File: config.mk
export PLATFORM = sky130hd
export DESIGN_NAME = carrier_lock_detect
export DESIGN_NICKNAME = d
export VERILOG_FILES = /design/src/rtl/lock_det_pkg.sv /design/src/rtl/lock_mag_avg.sv /design/src/rtl/carrier_lock_detect.sv
export SDC_FILE = /design/constraint.sdc
export NUM_CORES = 1
export LEC_CHECK = 0
export BUFFER_PORTS_ARGS = -buffer_cell sky130_fd_sc_hd__buf_2
export CAP_MARGIN = 20
export CORE_AREA = 2 2 100 121
export CTS_CLUSTER_SIZE = 14
export DETAILED_ROUTE_END_ITERATION = 7
export DIE_AREA = 0 0 102 123
export GPL_TIMING_DRIVEN = 0
export REMOVE_ABC_BUFFERS = 1
export SLEW_MARGIN = 20
export SYNTH_ARGS = -nofsm -noshare
export SYNTH_HDL_FRONTEND = slang
export SYNTH_SLANG_ARGS = --single-unit
File: constraint.sdc
create_clock -name clk -period 11.35 [get_ports clk]
set_clock_uncertainty 0.15 [all_clocks]
set_input_delay 0.5675 -clock clk [delete_from_list [all_inputs] [get_ports clk]]
set_output_delay 0.5675 -clock clk [all_outputs]
set_load 0.01 [all_outputs]
File: src/rtl/lock_det_pkg.sv
// rtl/lock_det_pkg.sv - carrier lock detector shared types, widths and helpers
package lock_det_pkg;

    localparam int CNT_W = 16;
    localparam int AVG_W = 16;

    typedef enum logic [1:0] {
        SEARCH = 2'd0,
        VERIFY = 2'd1,
        LOCKED = 2'd2
    } lock_state_t;

    function automatic logic [CNT_W-1:0] satInc(input logic [CNT_W-1:0] v);
        return (v == '1) ? v : v + 1'b1;
    endfunction

    // A programmed count of zero behaves like one qualifying sample.
    function automatic logic [CNT_W-1:0] minOne(input logic [CNT_W-1:0] v);
        return (v == '0) ? {{(CNT_W-1){1'b0}}, 1'b1} : v;
    endfunction

endpackage

File: src/rtl/lock_mag_avg.sv
// rtl/lock_mag_avg.sv - saturating |error| and 8.8 exponential magnitude averager
module lock_mag_avg
    import lock_det_pkg::*;
(
    input  logic       clk,
    input  logic       reset_n,
    input  logic       clkEn,
    input  logic [7:0] error,
    input  logic [2:0] avgExp,
    output logic [7:0] avgInt,
    output logic [7:0] nextInt
);

    logic [7:0]              absErr;
    logic [AVG_W-1:0]        magAvg;
    logic [AVG_W-1:0]        avgNext;
    logic signed [AVG_W:0]   diff;
    logic signed [AVG_W:0]   step;

    always_comb begin
        if (error == 8'h80) begin
            absErr = 8'd127;
        end else if (error[7]) begin
            absErr = -error;
        end else begin
            absErr = error;
        end
    end

    // 17-bit signed difference keeps the step exact; the result always lands in 0..0x7F00.
    always_comb begin
        diff    = $signed({1'b0, absErr, 8'h00}) - $signed({1'b0, magAvg});
        step    = diff >>> avgExp;
        avgNext = AVG_W'({1'b0, magAvg} + step);
    end

    always_ff @(posedge clk or negedge reset_n) begin
        if (!reset_n) begin
            magAvg <= '0;
        end else if (clkEn) begin
            magAvg <= avgNext;
        end
    end

    assign avgInt  = magAvg[AVG_W-1:8];
    assign nextInt = avgNext[AVG_W-1:8];

endmodule

File: src/rtl/carrier_lock_detect.sv
// rtl/carrier_lock_detect.sv - carrier lock detector FSM; LOCK_DET_CLEAR_EN enables the integrator clear pulse
module carrier_lock_detect
    import lock_det_pkg::*;
(
    input  logic        clk,
    input  logic        reset_n,
    input  logic        clkEn,
    input  logic        enable,
    input  logic [7:0]  error,
    input  logic [2:0]  avgExp,
    input  logic [7:0]  lockThreshold,
    input  logic [15:0] lockCount,
    input  logic [15:0] unlockCount,
    output logic        carrierInSync,
    output logic        sweepEnable,
    output logic        clearAccum,
    output logic [1:0]  lockState,
    output logic [7:0]  errMag
);

`ifdef LOCK_DET_CLEAR_EN
    localparam logic CLEAR_EN = 1'b1;
`else
    localparam logic CLEAR_EN = 1'b0;
`endif

    lock_state_t      state;
    logic [CNT_W-1:0] count;
    logic [CNT_W-1:0] countInc;
    logic [7:0]       nextInt;
    logic             below;

    lock_mag_avg u_mag_avg (
        .clk     (clk),
        .reset_n (reset_n),
        .clkEn   (clkEn),
        .error   (error),
        .avgExp  (avgExp),
        .avgInt  (errMag),
        .nextInt (nextInt)
    );

    assign countInc  = satInc(count);
    assign lockState = state;

    // The comparison flag trails the averager by one strobe, so the first strobe after reset never qualifies.
    always_ff @(posedge clk or negedge reset_n) begin
        if (!reset_n) begin
            below <= 1'b0;
        end else if (clkEn) begin
            below <= (nextInt < lockThreshold);
        end
    end

    always_ff @(posedge clk or negedge reset_n) begin
        if (!reset_n) begin
            state         <= SEARCH;
            count         <= '0;
            carrierInSync <= 1'b0;
            sweepEnable   <= 1'b0;
            clearAccum    <= 1'b0;
        end else begin
            clearAccum <= 1'b0;
            if (!enable) begin
                state         <= SEARCH;
                count         <= '0;
                carrierInSync <= 1'b0;
                sweepEnable   <= 1'b0;
            end else begin
                carrierInSync <= (state == LOCKED);
                sweepEnable   <= (state == SEARCH);
                if (clkEn) begin
                    case (state)
                        SEARCH: begin
                            if (below) begin
                                state       <= VERIFY;
                                count       <= '0;
                                sweepEnable <= 1'b0;
                            end
                        end
                        VERIFY: begin
                            if (!below) begin
                                state       <= SEARCH;
                                count       <= '0;
                                sweepEnable <= 1'b1;
                            end else if (countInc >= minOne(lockCount)) begin
                                state         <= LOCKED;
                                count         <= '0;
                                carrierInSync <= 1'b1;
                            end else begin
                                count <= countInc;
                            end
                        end
                        LOCKED: begin
                            if (below) begin
                                count <= '0;
                            end else if (countInc >= minOne(unlockCount)) begin
                                state         <= SEARCH;
                                count         <= '0;
                                carrierInSync <= 1'b0;
                                sweepEnable   <= 1'b1;
                                clearAccum    <= CLEAR_EN;
                            end else begin
                                count <= countInc;
                            end
                        end
                        default: begin
                            state         <= SEARCH;
                            count         <= '0;
                            carrierInSync <= 1'b0;
                            sweepEnable   <= 1'b1;
                        end
                    endcase
                end
            end
        end
    end

endmodule

==> impl_metrics.ini <==
[critical_path]
crit_path_end_kind = register
cp.arrival_ns = 6.29
crit_type = in2reg
cp-start-kind = input pin
cp.required_ns = 11.41
crit_fanout = 6

[clock_tree]
htreeDepth = 2
clkSinkCount = 37
insertion_delay_ns = 0.29
cts_resized = 0
cts-root-buf = clkbuf_16
cts_tree = done
cts_buffers = 5
cts_hold_buf = 0
clk_path_buf_depth = 2
path_clk_slew_ns = 0.06
cts_setup_buffers = 0

[run]
maxCapViolCount = 0

[placement]
port-buffer-count = 66
hpwl_um = 10400
place_congestion = 0.891

[power_and_ir_drop]
seq_power_share_pct = 15.9
ir_worst_vdd_v = 0.000128
p_leak_uw = 0.00282
p_comb_share_pct = 74.6
cell_internal_pwr_uw = 733
p_per_area_nw_per_um2 = 259
switchingPower_uw = 702
sw_frac_of_total_pct = 48.9
pwr-share-clk_pct = 9.5

[global_route]
grtUsageMet3_pct = 2.04
grt_pass1_vias = 4633
gr-usage-met1_pct = 24.7
use_met2_pct = 40.3
track_usage_pct = 21.1
top_usage_layer = met2
grt_pass1_wl_um = 21200
antenna_found_initial = 0
grt_max_degree = 38
gr-total-overflow = 0

[routing]
drtIter0Drc = 91
vias_per_cell = 5.50
dr_total_vias = 4739
routed_wirelength_um = 12700
drc_errors = 0
antenna_left = 0
firstDrtPassIters = 4
drt-wirelength-per-cell_um = 14.7

[final_layout]
layout_commonest_cell = ha_1
diodes = 0
layout.nets = 831
drive_gt1_share_pct = 14.6
fillers = 1161
multi_input_area_sq_um = 3700
syn2layout_area_growth_pct = 10.4
final_cell_mix = ha_1, buf_2, inv_1
regArea_sq_um = 926

[logic_synthesis]
yosys.cell_types.count = 60
post-synth-top-area-fraction_pct = 18.4
synth-seq-cells = 37
syn_avg_cell_area_sq_um = 7.60
syn-cell-area_sq_um = 5020
synth_top_area_cell = dfrtp_1
syn-instance-count = 660
synth-edff-count = 0
async_flop_share_pct = 100
ys_top_cells_by_area = dfrtp_1, ha_1, o21ai_0
synthFlopType = dfrtp_1
yosys_warnings = 0
ys_seq_area_share_pct = 18.4

[sta]
timing.hold.ws_ns = 0.236
worstMarginPinSlew_ns = 0.855
maxSlewHeadroom_pct = 43.0
max_freq_mhz = 161
hold_violations = 0
maxSlewViolCount = 0
setup_tns_ns = 0
period_minus_slack_ns = 6.23
grt_setup_unrepaired = no
setup_viol = 0
post-route-period-util_pct = 54.9

[floorplanning]
io_pins = 68
die_area_sq_um = 12500
rows = 43
die_h_um = 123
initial_core_util_pct = 44.0
core_area_sq_um = 11400
die_w_um = 102

[status]
status = complete, no violations

[min_path]
hp-class = in2async
[cells in the mapped netlist, types with 9 or more instances]
cell type and number:
a211oi_1 9, nor2_1 52, nand2_1 61, nor4_1 10, buf_4 9, mux2i_1 12, o21ai_0 54, a22o_1 13
ha_1 71, a21o_1 17, dfrtp_1 37, a21oi_1 47, clkbuf_1 15, or2_2 9, xor2_1 11, inv_1 65
xnor2_1 23, nor3_1 14, nand3_1 20, o21a_1 10
[cell type report]
class,instances,area share [%]
flip-flops and latches,37,16.7
clock inverters,2,0.181
well taps,157,3.55
repair buffers,66,5.96
inverters,65,4.40
clock buffers,6,2.33
multi-input cells,529,66.9
[worst max-delay path, cell delays in order]
cell and delay, ns:
buf_2 0.12, or3_1 0.39, nor2_1 0.14, nand3b_1 0.11, or2_2 0.34, a21oi_1 0.16, ha_1 0.30, a21oi_1 0.25
a21oi_1 0.13, nor4b_1 0.44, or2_2 0.21, xor2_1 0.31, a211oi_1 0.13, a21oi_1 0.23, o21ai_0 0.16, ha_1 0.37
o21ai_0 0.18, o21bai_1 0.11, a31oi_1 0.13, o21ai_0 0.15, o31a_1 0.28, xor2_1 0.21, xnor2_1 0.17, ha_1 0.27
a211oi_1 0.21, a21oi_1 0.06, a31oi_1 0.13
[routing by layer]
layer  up-vias  share of wire, %  wire, um
met5         -                 0         0
met4         0               1.3       159
met1      2190                44      5560
li1       2445                 -         -
met3         9               3.5       438
met2        95                51      6520
[through the flow]
stage | instance area (sq um) | util (%) | instances | total power, uW | setup slack (ns)
6_report | 5540 | 48.6 | 862 | 1430 | 5.12
3_3_place_gp | 5400 | 47.4 | 854 | 1270 | 4.91
3_5_place_dp | 5400 | 47.4 | 854 | 1300 | 4.83
2_1_floorplan | 4870 | - | 631 | 1060 | 5.70
5_1_grt | 5540 | 48.6 | 862 | 1610 | 4.55
4_1_cts | 5540 | 48.6 | 862 | 1440 | 5.12
[flip-flops by register name, summed over array words and instances (netlist names)]
name / cells
u_mag_avg.magAvg: 16
lockState: 2
sweepEnable: 1
below: 1
carrierInSync: 1
count: 16
[worst paths after layout]
| check | startpoint | endpoint | slack, ns | cells after the start |
|---|---|---|---|---|
| hold / removal | reset_n | u_mag_avg.magAvg[15]$_DFFE_PN0P_ | 0.24 | 1 |
| hold reg to reg | u_mag_avg.magAvg[15]$_DFFE_PN0P_ | u_mag_avg.magAvg[15]$_DFFE_PN0P_ | 0.34 | 1 |
| min in group clk | u_mag_avg.magAvg[15]$_DFFE_PN0P_ | u_mag_avg.magAvg[15]$_DFFE_PN0P_ | 0.34 | 1 |
| max in group asynchronous | reset_n | count[14]$_DFFE_PN0P_ | 10.26 | 1 |
| setup / recovery | error[2] | below$_DFFE_PN0P_ | 5.12 | 27 |
| setup reg to reg | u_mag_avg.magAvg[6]$_DFFE_PN0P_ | below$_DFFE_PN0P_ | 6.02 | 19 |
[cells by family (layout without fill, tap and decap cells)]
kind of cell	count (synthesis)	in the layout	synth area share [%]
other	1	1	0.0747
AND/OR/NAND/NOR	210	210	20.2
AO/OA/AOI/OAI	190	190	24.4
XOR/XNOR	34	34	5.93
adder cells (fa/ha/maj)	72	72	18.1
multiplexers	22	22	5.09
flip-flops	37	37	18.4
buffers and inverters	94	139	7.73
[power groups by stage]
stage               clock network [uW]  registers [uW]  logic, uW
finish                             136             228       1070
global route                       145             237       1230
CTS                                140             229       1070
detailed placement                   0             231       1070
global placement                     0             230       1040
floorplan                            0             221        835
Note: power is estimated with default switching activity, not from simulation.
